$ cat src/rtl/fp32_mul_console.sv
`default_nettype none
// +----------------------------------------------------------------------------+
// | fp32_mul_console: switch-entry FP32 multiplier with 8-digit 7-seg console.  |
// | Optional macro ROUND_NEAREST_EN: round-to-nearest-even instead of truncate. |
// | Revision: 1.0                                                               |
// +----------------------------------------------------------------------------+
module fp32_mul_console #(
  parameter int FILTER_SIZE = 2,
  parameter int SCAN_DIV    = 16
) (
  input  logic        clk,
  input  logic        rst_n,
  input  logic [15:0] data_in,
  input  logic        btn_in,
  input  logic        btn_nxt,
  input  logic        btn_rst,
  output logic [1:0]  err_out,
  output logic [7:0]  AN,
  output logic [6:0]  SEG
);

  localparam int DIV_W = (SCAN_DIV > 1) ? $clog2(SCAN_DIV) : 1;

  typedef enum logic [2:0] {IN_AH, IN_AL, IN_BH, IN_BL, CALC, SHOW} state_t;

  logic [2:0] w_raw;
  logic [2:0] w_pulse;
  logic       w_soft;

  assign w_raw  = {btn_rst, btn_nxt, btn_in};
  assign w_soft = w_pulse[2];

  // Debounce: level follows the input only after 2**FILTER_SIZE equal samples.
  for (genvar gi = 0; gi < 3; gi++) begin : g_filter
    logic                   r_sync;
    logic                   r_smp;
    logic                   r_lvl;
    logic                   r_lvl_d;
    logic [FILTER_SIZE-1:0] r_cnt;

    always_ff @(posedge clk or negedge rst_n) begin
      if (!rst_n) begin
        r_sync  <= 1'b0;
        r_smp   <= 1'b0;
        r_lvl   <= 1'b0;
        r_lvl_d <= 1'b0;
        r_cnt   <= '0;
      end else if (w_soft) begin
        r_sync  <= 1'b0;
        r_smp   <= 1'b0;
        r_lvl   <= 1'b0;
        r_lvl_d <= 1'b0;
        r_cnt   <= '0;
      end else begin
        r_sync  <= w_raw[gi];
        r_smp   <= r_sync;
        r_lvl_d <= r_lvl;
        if (r_sync != r_smp) begin
          r_cnt <= '0;
        end else if (r_cnt != {FILTER_SIZE{1'b1}}) begin
          r_cnt <= r_cnt + 1'b1;
        end else begin
          r_lvl <= r_smp;
        end
      end
    end

    assign w_pulse[gi] = r_lvl & ~r_lvl_d;
  end

  state_t              r_state;
  logic [31:0]         r_a;
  logic [31:0]         r_b;
  logic [31:0]         r_res;
  logic [1:0]          r_err;
  logic [1:0]          r_page;
  logic [4:0]          r_cyc;
  logic                r_sign;
  logic                r_nan;
  logic                r_zero;
  logic signed [9:0]   r_exp;
  logic [47:0]         r_acc;
  logic [47:0]         r_mcand;
  logic [23:0]         r_mplier;

  logic                w_hi;
  logic signed [9:0]   w_exp;
  logic [22:0]         w_mant;
  logic [31:0]         w_res;
  logic [1:0]          w_err;

`ifdef ROUND_NEAREST_EN
  logic                w_guard;
  logic                w_sticky;
`else
  logic                w_unused_lsbs;
  assign w_unused_lsbs = ^r_acc[22:0];
`endif

  // Normalise and pack the finished 48-bit mantissa product.
  always_comb begin
    w_hi   = r_acc[47];
    w_exp  = r_exp + (w_hi ? 10'sd1 : 10'sd0);
    w_mant = w_hi ? r_acc[46:24] : r_acc[45:23];
`ifdef ROUND_NEAREST_EN
    w_guard  = w_hi ? r_acc[23] : r_acc[22];
    w_sticky = w_hi ? |r_acc[22:0] : |r_acc[21:0];
    if (w_guard && (w_sticky || w_mant[0])) begin
      if (&w_mant) begin
        w_mant = '0;
        w_exp  = w_exp + 10'sd1;
      end else begin
        w_mant = w_mant + 23'd1;
      end
    end
`endif
    if (r_nan) begin
      w_res = 32'h7FC00000;
      w_err = 2'b11;
    end else if (r_zero) begin
      w_res = {r_sign, 31'b0};
      w_err = 2'b00;
    end else if (w_exp > 10'sd254) begin
      w_res = {r_sign, 8'hFF, 23'b0};
      w_err = 2'b01;
    end else if (w_exp < 10'sd1) begin
      w_res = {r_sign, 31'b0};
      w_err = 2'b10;
    end else begin
      w_res = {r_sign, w_exp[7:0], w_mant};
      w_err = 2'b00;
    end
  end

  always_ff @(posedge clk or negedge rst_n) begin
    if (!rst_n) begin
      r_state  <= IN_AH;
      r_a      <= '0;
      r_b      <= '0;
      r_res    <= '0;
      r_err    <= 2'b00;
      r_page   <= 2'd2;
      r_cyc    <= '0;
      r_sign   <= 1'b0;
      r_nan    <= 1'b0;
      r_zero   <= 1'b0;
      r_exp    <= '0;
      r_acc    <= '0;
      r_mcand  <= '0;
      r_mplier <= '0;
    end else if (w_soft) begin
      r_state  <= IN_AH;
      r_a      <= '0;
      r_b      <= '0;
      r_res    <= '0;
      r_err    <= 2'b00;
      r_page   <= 2'd2;
      r_cyc    <= '0;
      r_sign   <= 1'b0;
      r_nan    <= 1'b0;
      r_zero   <= 1'b0;
      r_exp    <= '0;
      r_acc    <= '0;
      r_mcand  <= '0;
      r_mplier <= '0;
    end else begin
      case (r_state)
        IN_AH: if (w_pulse[0]) begin r_a[31:16] <= data_in; r_state <= IN_AL; end
        IN_AL: if (w_pulse[0]) begin r_a[15:0]  <= data_in; r_state <= IN_BH; end
        IN_BH: if (w_pulse[0]) begin r_b[31:16] <= data_in; r_state <= IN_BL; end
        IN_BL: if (w_pulse[0]) begin
          r_b[15:0] <= data_in;
          r_cyc     <= '0;
          r_state   <= CALC;
        end
        CALC: begin
          r_cyc <= r_cyc + 5'd1;
          if (r_cyc == 5'd0) begin
            r_sign   <= r_a[31] ^ r_b[31];
            r_nan    <= (r_a[30:23] == 8'hFF) || (r_b[30:23] == 8'hFF);
            r_zero   <= (r_a[30:23] == 8'h00) || (r_b[30:23] == 8'h00);
            r_exp    <= $signed({2'b00, r_a[30:23]}) + $signed({2'b00, r_b[30:23]}) - 10'sd127;
            r_acc    <= '0;
            r_mcand  <= {24'b0, 1'b1, r_a[22:0]};
            r_mplier <= {1'b1, r_b[22:0]};
          end else if (r_cyc <= 5'd24) begin
            if (r_mplier[0]) r_acc <= r_acc + r_mcand;
            r_mcand  <= r_mcand << 1;
            r_mplier <= r_mplier >> 1;
          end else begin
            r_res   <= w_res;
            r_err   <= w_err;
            r_page  <= 2'd2;
            r_state <= SHOW;
          end
        end
        SHOW: if (w_pulse[1]) r_page <= (r_page == 2'd2) ? 2'd0 : r_page + 2'd1;
        default: r_state <= IN_AH;
      endcase
    end
  end

  assign err_out = r_err;

  logic [DIV_W-1:0] r_div;
  logic [2:0]       r_digit;
  logic [7:0]       r_an;
  logic [6:0]       r_seg;
  logic [31:0]      w_word;
  logic [1:0]       w_slot;
  logic [4:0]       w_code;

  // Digit code: bit 4 set means blank, otherwise a hex nibble.
  always_comb begin
    w_word = 32'h0;
    w_slot = 2'd0;
    w_code = 5'h10;
    case (r_state)
      IN_AH, IN_AL, IN_BH, IN_BL: begin
        case (r_state)
          IN_AL:   w_slot = 2'd1;
          IN_BH:   w_slot = 2'd2;
          IN_BL:   w_slot = 2'd3;
          default: w_slot = 2'd0;
        endcase
        w_word = {16'h0, data_in};
        if (r_digit == 3'd7)     w_code = {3'b000, w_slot};
        else if (!r_digit[2])    w_code = {1'b0, w_word[{r_digit, 2'b00} +: 4]};
      end
      SHOW: begin
        case (r_page)
          2'd0:    w_word = r_a;
          2'd1:    w_word = r_b;
          default: w_word = r_res;
        endcase
        w_code = {1'b0, w_word[{r_digit, 2'b00} +: 4]};
      end
      default: w_code = 5'h10;
    endcase
  end

  function automatic logic [6:0] glyph(input logic [4:0] code);
    case (code)
      5'h00: glyph = 7'h40;  5'h01: glyph = 7'h79;
      5'h02: glyph = 7'h24;  5'h03: glyph = 7'h30;
      5'h04: glyph = 7'h19;  5'h05: glyph = 7'h12;
      5'h06: glyph = 7'h02;  5'h07: glyph = 7'h78;
      5'h08: glyph = 7'h00;  5'h09: glyph = 7'h10;
      5'h0A: glyph = 7'h08;  5'h0B: glyph = 7'h03;
      5'h0C: glyph = 7'h46;  5'h0D: glyph = 7'h21;
      5'h0E: glyph = 7'h06;  5'h0F: glyph = 7'h0E;
      default: glyph = 7'h7F;
    endcase
  endfunction

  always_ff @(posedge clk or negedge rst_n) begin
    if (!rst_n) begin
      r_div   <= '0;
      r_digit <= '0;
      r_an    <= 8'hFF;
      r_seg   <= 7'h7F;
    end else if (w_soft) begin
      r_div   <= '0;
      r_digit <= '0;
      r_an    <= 8'hFF;
      r_seg   <= 7'h7F;
    end else begin
      r_an  <= ~(8'b1 << r_digit);
      r_seg <= glyph(w_code);
      if (r_div == DIV_W'(SCAN_DIV - 1)) begin
        r_div   <= '0;
        r_digit <= r_digit + 3'd1;
      end else begin
        r_div <= r_div + 1'b1;
      end
    end
  end

  assign AN  = r_an;
  assign SEG = r_seg;

endmodule
`default_nettype wire

$ cat config.mk
export PLATFORM = sky130hd
export DESIGN_NAME = fp32_mul_console
export DESIGN_NICKNAME = d
export VERILOG_FILES = /design/src/rtl/fp32_mul_console.sv
export SDC_FILE = /design/constraint.sdc
export NUM_CORES = 1
export LEC_CHECK = 0
export BUFFER_PORTS_ARGS = -buffer_cell sky130_fd_sc_hd__buf_2
export CORE_UTILIZATION = 55
export DETAILED_ROUTE_END_ITERATION = 10
export PLACE_DENSITY = 0.83
export SLEW_MARGIN = 15
export SYNTH_ARGS = -nofsm -noshare
export SYNTH_HDL_FRONTEND = slang
export SYNTH_SLANG_ARGS = --single-unit
$ cat constraint.sdc
create_clock -name clk -period 4.08 [get_ports clk]
set_clock_uncertainty 0.1 [all_clocks]
set_input_delay 0.816 -clock clk [delete_from_list [all_inputs] [get_ports clk]]
set_output_delay 0.816 -clock clk [all_outputs]
set_load 0.03 [all_outputs]
Word level (Yosys, flattened, before mapping)
Memories as Yosys holds them, arrays and structs flattened.
Cells that the tools add are included.
- muxes and demuxes: 107
- shift-type cells: 3
- order comparisons: 3
- reductions and logical operators: 37
- bitwise logic cells: 8
- eq/ne operators: 33
- divide/modulo/power cells: 0
- multiply operators: 0
- add/subtract/negate cells: 11
- operators with widths (operator ; number):
    2-to-1 mux 48 bit ; 9
    2-to-1 mux 32 bit ; 8
    2-to-1 mux 24 bit ; 4
    2-to-1 mux 31 bit ; 3
    2-to-1 mux 16 bit ; 5
    one-hot mux 32 bit (2 select lines) ; 1
    indexed part select 32 x 6 -> 4 bit ; 2
    adder 48 bit ; 1
    2-to-1 mux 2 bit ; 22
    2-to-1 mux 10 bit ; 3
    2-to-1 mux 1 bit ; 28
    2-to-1 mux 3 bit ; 9
    inequality test 2 bit (second input constant) ; 12
    2-to-1 mux 23 bit ; 1
    inequality test 3 bit (second input constant) ; 7
    nonzero test 3 bit ; 7
    2-to-1 mux 5 bit ; 4
    one-hot mux 5 bit (2 select lines) ; 2
    AND reduction 2 bit ; 10
    one-hot mux 3 bit (6 select lines) ; 1
    == test 8 bit (second input constant) ; 2
    logical NOT 8 bit ; 2
    nonzero test 2 bit ; 8
    2-to-1 mux 7 bit ; 2
    other kinds (34) ; 49
- bits in latches: 0
- register bits after elaboration: 281
- ROM bits: 112
- memory bits (writable): 0
- word-level logic and storage cells: 238
- memories: 1
- memories (memory ; depth ; bits a word ; rd ports ; clocked after Yosys merged registers in ; wr ports ; RTL line ; RTL):
    (no name shown) ; 16 ; 7 ; 1 ; 0 ; 0 ; 243 ; case (code)

Logic depth before layout (Yosys ltp)
Gate-level depths: netlist of run 1.
- depth after elaboration: 11
- mapped depth: 14

Worst setup path before layout of run 1
No wires, ideal clock.
- path type: reg-to-reg
- start: register r_page[0]
- end: register r_seg[3], in the netlist SEG[3]
- required time: 3.886 ns
- clock period less this slack: 3.165 ns
- cell stages (with the launch flop): 12
- arrival time: 2.972 ns
- path slack: 0.915 ns
- path buffers: 2
- setup time: 0.094 ns
- path through: dfrtp_1 > buf_6 > buf_6 > mux2_2 > mux4_2 > mux4_2 > a21oi_2 > inv_1 > ha_1 > nor2b_1 > a2111oi_0 > a31oi_1
- cells in the longest elaborated chain, start to end: 8
- elaborated cells between the ends (all ways): 9
- classes of those cells: 1 x eq/ne; 1 x shift; 5 x mux; 1 x reduce/logical; 1 x memory
- RTL lines (what ; RTL line ; RTL):
    start, declared ; 76 ; logic [1:0] r_page;
    start signal, assigned ; 197 ; SHOW: if (w_pulse[1]) r_page <= (r_page == 2'd2) ? 2'd0 : r_page + 2'd1;
    == test 2 x 1 -> 1 bit or logical NOT 2 bit (tied branches) ; 231 ; case (r_page)
    one-hot mux 32 bit (2 select lines) * ; 231 ;
    2-to-1 mux 32 bit * ; 218 ; case (r_state)
    indexed part select 32 x 6 -> 4 bit * ; 236 ; w_code = {1'b0, w_word[{r_digit, 2'b00} +: 4]};
    one-hot mux 5 bit (2 select lines) * ; 218 ;
    memory read (16 x 7 bit) * ; -- ;
    2-to-1 mux 7 bit * ; 243 ;
    2-to-1 mux 7 bit * ; 262 ; end else if (w_soft) begin
    end signal, assigned ; 269 ; r_seg <= glyph(w_code);
    end, declared ; 208 ; logic [6:0] r_seg;
Mark *: on every way between the ends. The rest lies on a longest branch, timed or not. The select of a mux whose other input is x is not followed.
A chain may end at the register's enable or synchronous reset.

Worst setup path after layout of run 1
Ends and elaborated chain as after synthesis.

==> flow_metrics.env, run 1 <==
export IMPL_die_height_um=172
export IMPL_tightest_slew_ns=1.09
export IMPL_ys_flop_type="dfrtp_1"
export IMPL_insertion_delay_ns=0.56
export IMPL_max_freq_mhz=282
export IMPL_avgSynthCellArea_um2=9.65
export IMPL_status="complete, no violations"
export IMPL_yosysWarnings=0
export IMPL_ir_worst_vdd_v=0.000341
export IMPL_reg2reg_slack_ns=0.54
export IMPL_synth_cell_type_count=67
export IMPL_power_density_nw_per_um2=647
export IMPL_critical_path_class="register to register"
export IMPL_synth_fp_nets=1753
export IMPL_grt_setup_unrepaired="no"
export IMPL_vias_per_cell=6.40
export IMPL_drt_iter0_drc=1465
export IMPL_slew_headroom_pct=27.4
export IMPL_io_buffers=37
export IMPL_cp_required_ns=4.44
export IMPL_grt_pass1_vias=12800
export IMPL_cts_sinks=281
export IMPL_top_layer="met4"
export IMPL_ys_seq_area_share_pct=44.4
export IMPL_final_util_pct=61.8
export IMPL_grt_overflow=0
export IMPL_finalCriticalPeriod_ns=3.54
export IMPL_synthTopCellsByArea="dfrtp_1 (42%), ha_1 (6.5%), nand2_1 (6.0%)"
export IMPL_synth_common_cells="dfrtp_1 (265), nand2_1 (255), o21ai_0 (113)"
export IMPL_row_count=61
export IMPL_start_util_pct=56.6
export IMPL_wl_met1_mm=17.4
export IMPL_wl_met3_mm=3.50
export IMPL_wl_per_cell_um=20.6
export IMPL_fin_setup_tns_ns=0
export IMPL_clk_pin_slew_ns=0.06
export IMPL_dp_hpwl_mm=29.6
export IMPL_vias=13100
export IMPL_design_area_um2=17400
export IMPL_antenna_found_initial=1
export IMPL_routed_wl_mm=42.0
export IMPL_ant_nets=0
export IMPL_synth_cells=1647
export IMPL_setup_slack_ns=0.537
export IMPL_io_pins=38
export IMPL_cp_start_kind="register"
export IMPL_place_congestion=0.998
export IMPL_place_area_um2=16400
export IMPL_synth_seq_cells=281
export IMPL_synthArstFlopShare_pct=100
export IMPL_synth_edff_count=0
export IMPL_drv_slew=0
export IMPL_worst_ep_arrival_time_ns=3.91
export IMPL_drc_errors=0
export IMPL_finalSetupViolCount=0
export IMPL_power_mw=11.2
export IMPL_postCtsHoldBufs=0
export IMPL_numCtsBuffers=28
export IMPL_p_leak_nw=8.41
export IMPL_die_area_um2=29600
export IMPL_wl_met2_mm=19.2
export IMPL_cts_resized=0
export IMPL_timing_final_crit_share_pct=86.8
export IMPL_pre_cts_ws_ns=0.360
export IMPL_grtUsageTotal_pct=29.5
export IMPL_postCtsSetupBuffers=0
export IMPL_cts_tree="built"
export IMPL_synth_largest_area_cell="dfrtp_1"
export IMPL_first_pass_iters=6
export IMPL_grt_first_pass_wirelength_mm=68.2
export IMPL_netlist_area_um2=15900
export IMPL_synth_most_common_cell="dfrtp_1"
export IMPL_area_delta_synth_final_pct=9.17
export IMPL_cts_htree_levels=1
export IMPL_cp_end_kind="register"
export IMPL_nets=1748
export IMPL_hold_path_class="input pin to asynchronous set/reset pin"
export IMPL_ctsLongestPathBuffers=3
export IMPL_yosysTopAreaCellShare_pct=41.7
export IMPL_cts_root_buf="clkbuf_16"
export IMPL_dieWidth_um=172
export IMPL_crit_fanout=21
export IMPL_grt_max_degree=93
export IMPL_hold_viol=0
export IMPL_drive_gt1_share_pct=10.5
export IMPL_maxCapViolCount=0
export IMPL_coreArea_um2=28100
==> per-stage QoR <==
step,std cells,hold WS [ns]
finish,2039,0.161
global route,2038,0.220
CTS,2038,0.196
detailed placement,1990,0.369
global placement,1990,0.349
floorplan,1647,0.330
==> power by group <==
part	switching, mW	total, mW	internal, mW	leakage [nW]
sequential	0.939	4.54	3.60	3.65
combinational	2.36	4.12	1.76	4.32
clock	1.09	2.58	1.49	0.443
total	4.39	11.2	6.85	8.41
==> worst max-delay path, stage by stage (launching register included) <==
cell       delay (ns)
dfrtp_2          0.60
buf_4            0.35
mux2i_1          0.26
nor2_1           0.06
a211oi_1         0.22
a21oi_1          0.06
mux4_2           0.51
a21oi_2          0.30
inv_1            0.13
ha_1             0.26
nor2b_1          0.15
a2111oi_0        0.38
a31oi_1          0.08
==> sequential cells by signal (all words and copies together), names as in the netlist, 4 cells and up <==
| register | cells |
|---|---|
| r_mcand | 48 |
| SEG | 7 |
| r_exp | 10 |
| r_cyc | 5 |
| r_res | 32 |
| r_div | 4 |
| r_acc | 48 |
| r_a | 32 |
| r_mplier | 24 |
| AN | 8 |
| r_b | 32 |
| g_filter.r_cnt | 6 |
==> path summary, 6_finish.rpt <==
path                                        startpoint                            end  cells past startpoint
min in group clk                               btn_nxt   g_filter[1].r_sync$_DFF_PN0_                      2
worst min-delay path                             rst_n  g_filter[1].r_lvl$_DFFE_PN0P_                      1
worst max-delay path             r_page[0]$_DFFE_PN0P_               SEG[3]$_DFF_PN1_                     12
worst max register to register   r_page[0]$_DFFE_PN0P_               SEG[3]$_DFF_PN1_                     12
max in group asynchronous                        rst_n        r_mcand[31]$_DFFE_PN0P_                      2
worst min register to register  err_out[0]$_DFFE_PN0P_         err_out[0]$_DFFE_PN0P_                      2
==> cell families (layout without fill, tap and decap cells) <==
| kind of cell | Yosys count | in the layout | share of synthesized area, % |
|---|---|---|---|
| buffers and inverters | 163 | 176 | 4.08 |
| DFF | 281 | 281 | 44.4 |
| and+or+nand+nor | 486 | 486 | 13.4 |
| muxes | 101 | 101 | 8.12 |
| adders and majority gates | 85 | 85 | 6.79 |
| xor gates and xnor gates | 66 | 66 | 3.64 |
| AOI/OAI and AO/OA | 465 | 465 | 19.6 |
| other | 0 | 1 | 0 |
==> layout make-up <==
class	count	area (um^2)
Fill cell	2291	10700
Inverter	61	229
Tap cell	378	473
Antenna cell	1	2.50
Clock buffer	39	803
Sequential cell	281	7050
Clock inverter	9	96.3
Multi-Input combinational cell	1203	8250
Timing Repair Buffer	67	445
==> layout by cell type (no fill, tap or decap), drive strengths merged, types with 8 or more instances in the layout <==
cell type  instances
a21oi            107
o21bai            14
nand2b            11
a22oi             30
xor2              29
o31ai             14
nor2b             10
a222oi            26
buf               67
xnor2             37
and3               8
a31oi             15
a211oi            10
ha                83
nor3              12
nand2            255
mux2              23
a21o              30
mux2i             58
a22o              58
nor2             100
dfstp             16
nand4             12
o21ai            118
and2              18
nand3             32
clkbuf            39
mux4              20
inv               61
dfrtp            265
==> layer usage <==
| metal | vias up | track usage [%] |
|---|---|---|
| li1 | 5916 | - |
| met5 | - | 0 |
| met1 | 6410 | 40.0 |
| met2 | 600 | 47.1 |
| met4 | 0 | 12.2 |
| met3 | 130 | 4.81 |
Power figures use the tool's default switching activity.
==> run 2: changes to the inputs <==
--- a/config.mk
+++ b/config.mk
@@ -7,6 +7,7 @@
 export LEC_CHECK = 0
 export BUFFER_PORTS_ARGS = -buffer_cell sky130_fd_sc_hd__buf_2
 export CORE_UTILIZATION = 55
+export CTS_BUF_LIST = sky130_fd_sc_hd__clkbuf_8
 export DETAILED_ROUTE_END_ITERATION = 10
 export PLACE_DENSITY = 0.83
 export SLEW_MARGIN = 15
==> constraint.sdc (replaced) <==
create_clock -name clk -period 4.08 [get_ports clk]
set_clock_uncertainty 0.1 [all_clocks]
set_input_delay 0.816 -clock clk [delete_from_list [all_inputs] [get_ports clk]]
set_output_delay 0.816 -clock clk [all_outputs]
set_load 0.1 [all_outputs]
==> flow_metrics.env, run 2 (synthesized netlist as in run 1, its figures left out) <==
export IMPL_status="complete, no violations"
export IMPL_pwr_share_seq_pct=39.6
export IMPL_cp_required_ns=4.45
export IMPL_area_delta_synth_final_pct=9.34
export IMPL_grt_setup_unrepaired="no"
export IMPL_antenna_cells=0
export IMPL_pre_cts_ws_ns=0.360
export IMPL_timing_final_crit_share_pct=88.0
export IMPL_grt_max_degree=93
export IMPL_nets=1766
export IMPL_die_height_um=172
export IMPL_cts_tree="built"
export IMPL_first_pass_iters=7
export IMPL_numCtsBuffers=46
export IMPL_critical_path_class="register to register"
export IMPL_finalSetupViolCount=0
export IMPL_hold_path_class="input pin to asynchronous set/reset pin"
export IMPL_cts_htree_levels=2
export IMPL_slowest_stage="dfrtp_2"
export IMPL_fin_setup_tns_ns=0
export IMPL_power_density_nw_per_um2=660
export IMPL_ir_worst_vdd_v=0.000298
export IMPL_setup_slack_ns=0.491
export IMPL_cp_end_kind="register"
export IMPL_dp_cells=1990
export IMPL_top_regs="r_acc: 48 flops, r_mcand: 48 flops"
export IMPL_layout_commonest_cell="dfrtp_1"
export IMPL_grtUsageTotal_pct=29.9
export IMPL_io_pins=38
export IMPL_drive_gt1_share_pct=11.6
export IMPL_drv_slew=0
export IMPL_crit_chain="buf_4 > mux2i_1 > nor2_1 > a211oi_1 > a21oi_1 > mux4_2 > a21oi_2 > inv_1 > ha_1 > nor2b_1 > a2111oi_0 > a31oi_1"
export IMPL_final_cells=2071
export IMPL_routed_wl_mm=42.5
export IMPL_place_congestion=0.998
export IMPL_tightest_slew_ns=1.09
export IMPL_grt_overflow=0
export IMPL_grt_pass1_vias=13000
export IMPL_worst_ep_arrival_time_ns=3.95
export IMPL_clk_pin_slew_ns=0.06
export IMPL_cts_root_buf="clkbuf_8"
export IMPL_ant_nets=0
export IMPL_coreArea_um2=28100
export IMPL_dp_hpwl_mm=29.6
export IMPL_postCtsSetupBuffers=0
export IMPL_dieWidth_um=172
export IMPL_insertion_delay_ns=0.59
export IMPL_die_area_um2=29600
export IMPL_final_cell_mix="dfrtp_1 (264), nand2_1 (255), o21ai_0 (113)"
export IMPL_crit_path_max_incr_delay_ns=0.60
export IMPL_cp_num_buf_inv=2
export IMPL_clkPwrFrac_pct=22.0
export IMPL_wl_per_cell_um=20.5
export IMPL_switchingPower_mw=4.78
export IMPL_row_count=61
export IMPL_crit_family="compound AO/OA/AOI/OAI gates"
export IMPL_start_util_pct=56.6
export IMPL_cp_start_kind="register"
export IMPL_hold_viol=0
export IMPL_maxCapViolCount=0
export IMPL_comb_power_share_pct=38.5
export IMPL_ctsLongestPathBuffers=3
export IMPL_vias=13100
export IMPL_vias_per_cell=6.33
export IMPL_swShare_pct=41.7
export IMPL_crit_fanout=21
export IMPL_drt_iter0_drc=1354
export IMPL_io_buffers=37
export IMPL_grt_first_pass_wirelength_mm=69.0
export IMPL_drc_errors=0
export IMPL_slew_headroom_pct=27.5
export IMPL_final_util_pct=61.9
export IMPL_max_freq_mhz=279
export IMPL_p_leak_nw=8.51
export IMPL_antenna_found_initial=0
export IMPL_finalCriticalPeriod_ns=3.59
export IMPL_intPower_mw=6.70
export IMPL_cts_sinks=281
run 2: cell count changes in the layout (fill, tap and decap cells not counted), sizes merged:
| cell | previous run | this run |
|---|---|---|
| clkinv | 6 | 5 |
| inv | 61 | 80 |
| diode | 1 | 0 |
| clkbuf | 39 | 54 |
run 2: power groups by stage:
stage	Combinational, mW	Sequential (mW)	Clock, mW
floorplan	3.08	4.49	0
global placement	4.17	4.50	0
detailed placement	4.35	4.51	0
CTS	4.38	4.49	2.55
global route	4.92	4.61	2.68
finish	4.42	4.54	2.52
run 2: timing repair:
item                                    CTS  global route
hold buffers                              0             0
gates resized for setup                   0             1
endpoints found under the setup margin    0             1
run 2: area by class of cell:
| cell class | instances | area [um^2] |
|---|---|---|
| clock buffers | 54 | 743 |
| clock inverters | 27 | 185 |
| fillers | 2293 | 10700 |
| inverters | 61 | 229 |
| multi-input cells | 1203 | 8250 |
| flip-flops and latches | 281 | 7050 |
| well taps | 378 | 473 |
| repair buffers | 67 | 445 |
run 2: metal layers:
layer,wire (um),global-route usage [%]
met1,17700,40.0
met2,19300,47.0
met3,3540,5.40
met4,1950,14.6
met5,0,0
run 2: worst paths after layout:
| path | slack [ns] | endpoint | startpoint | depth (start not counted) |
|---|---|---|---|---|
| setup / recovery | 0.49 | SEG[3]$_DFF_PN1_ | r_page[0]$_DFFE_PN0P_ | 12 |
| hold / removal | 0.14 | g_filter[2].r_sync$_DFF_PN0_ | rst_n | 1 |
| setup reg to reg | 0.49 | SEG[3]$_DFF_PN1_ | r_page[0]$_DFFE_PN0P_ | 12 |
| hold reg to reg | 0.37 | r_div[0]$_DFF_PN0_ | r_div[0]$_DFF_PN0_ | 1 |
| max in group asynchronous | 2.85 | r_acc[12]$_DFFE_PN0P_ | rst_n | 2 |
| min in group clk | 0.34 | g_filter[1].r_sync$_DFF_PN0_ | btn_nxt | 2 |
run 2: through the flow:
stage                     instance area (um^2)  total power, mW  hold slack (ns)
after floorplan                          15900             7.57            0.330
after global placement                   16400             8.67            0.349
after detailed placement                 16400             8.86            0.369
after CTS                                17400             11.4            0.156
after global routing                     17400             12.2            0.187
final                                    17400             11.5            0.136
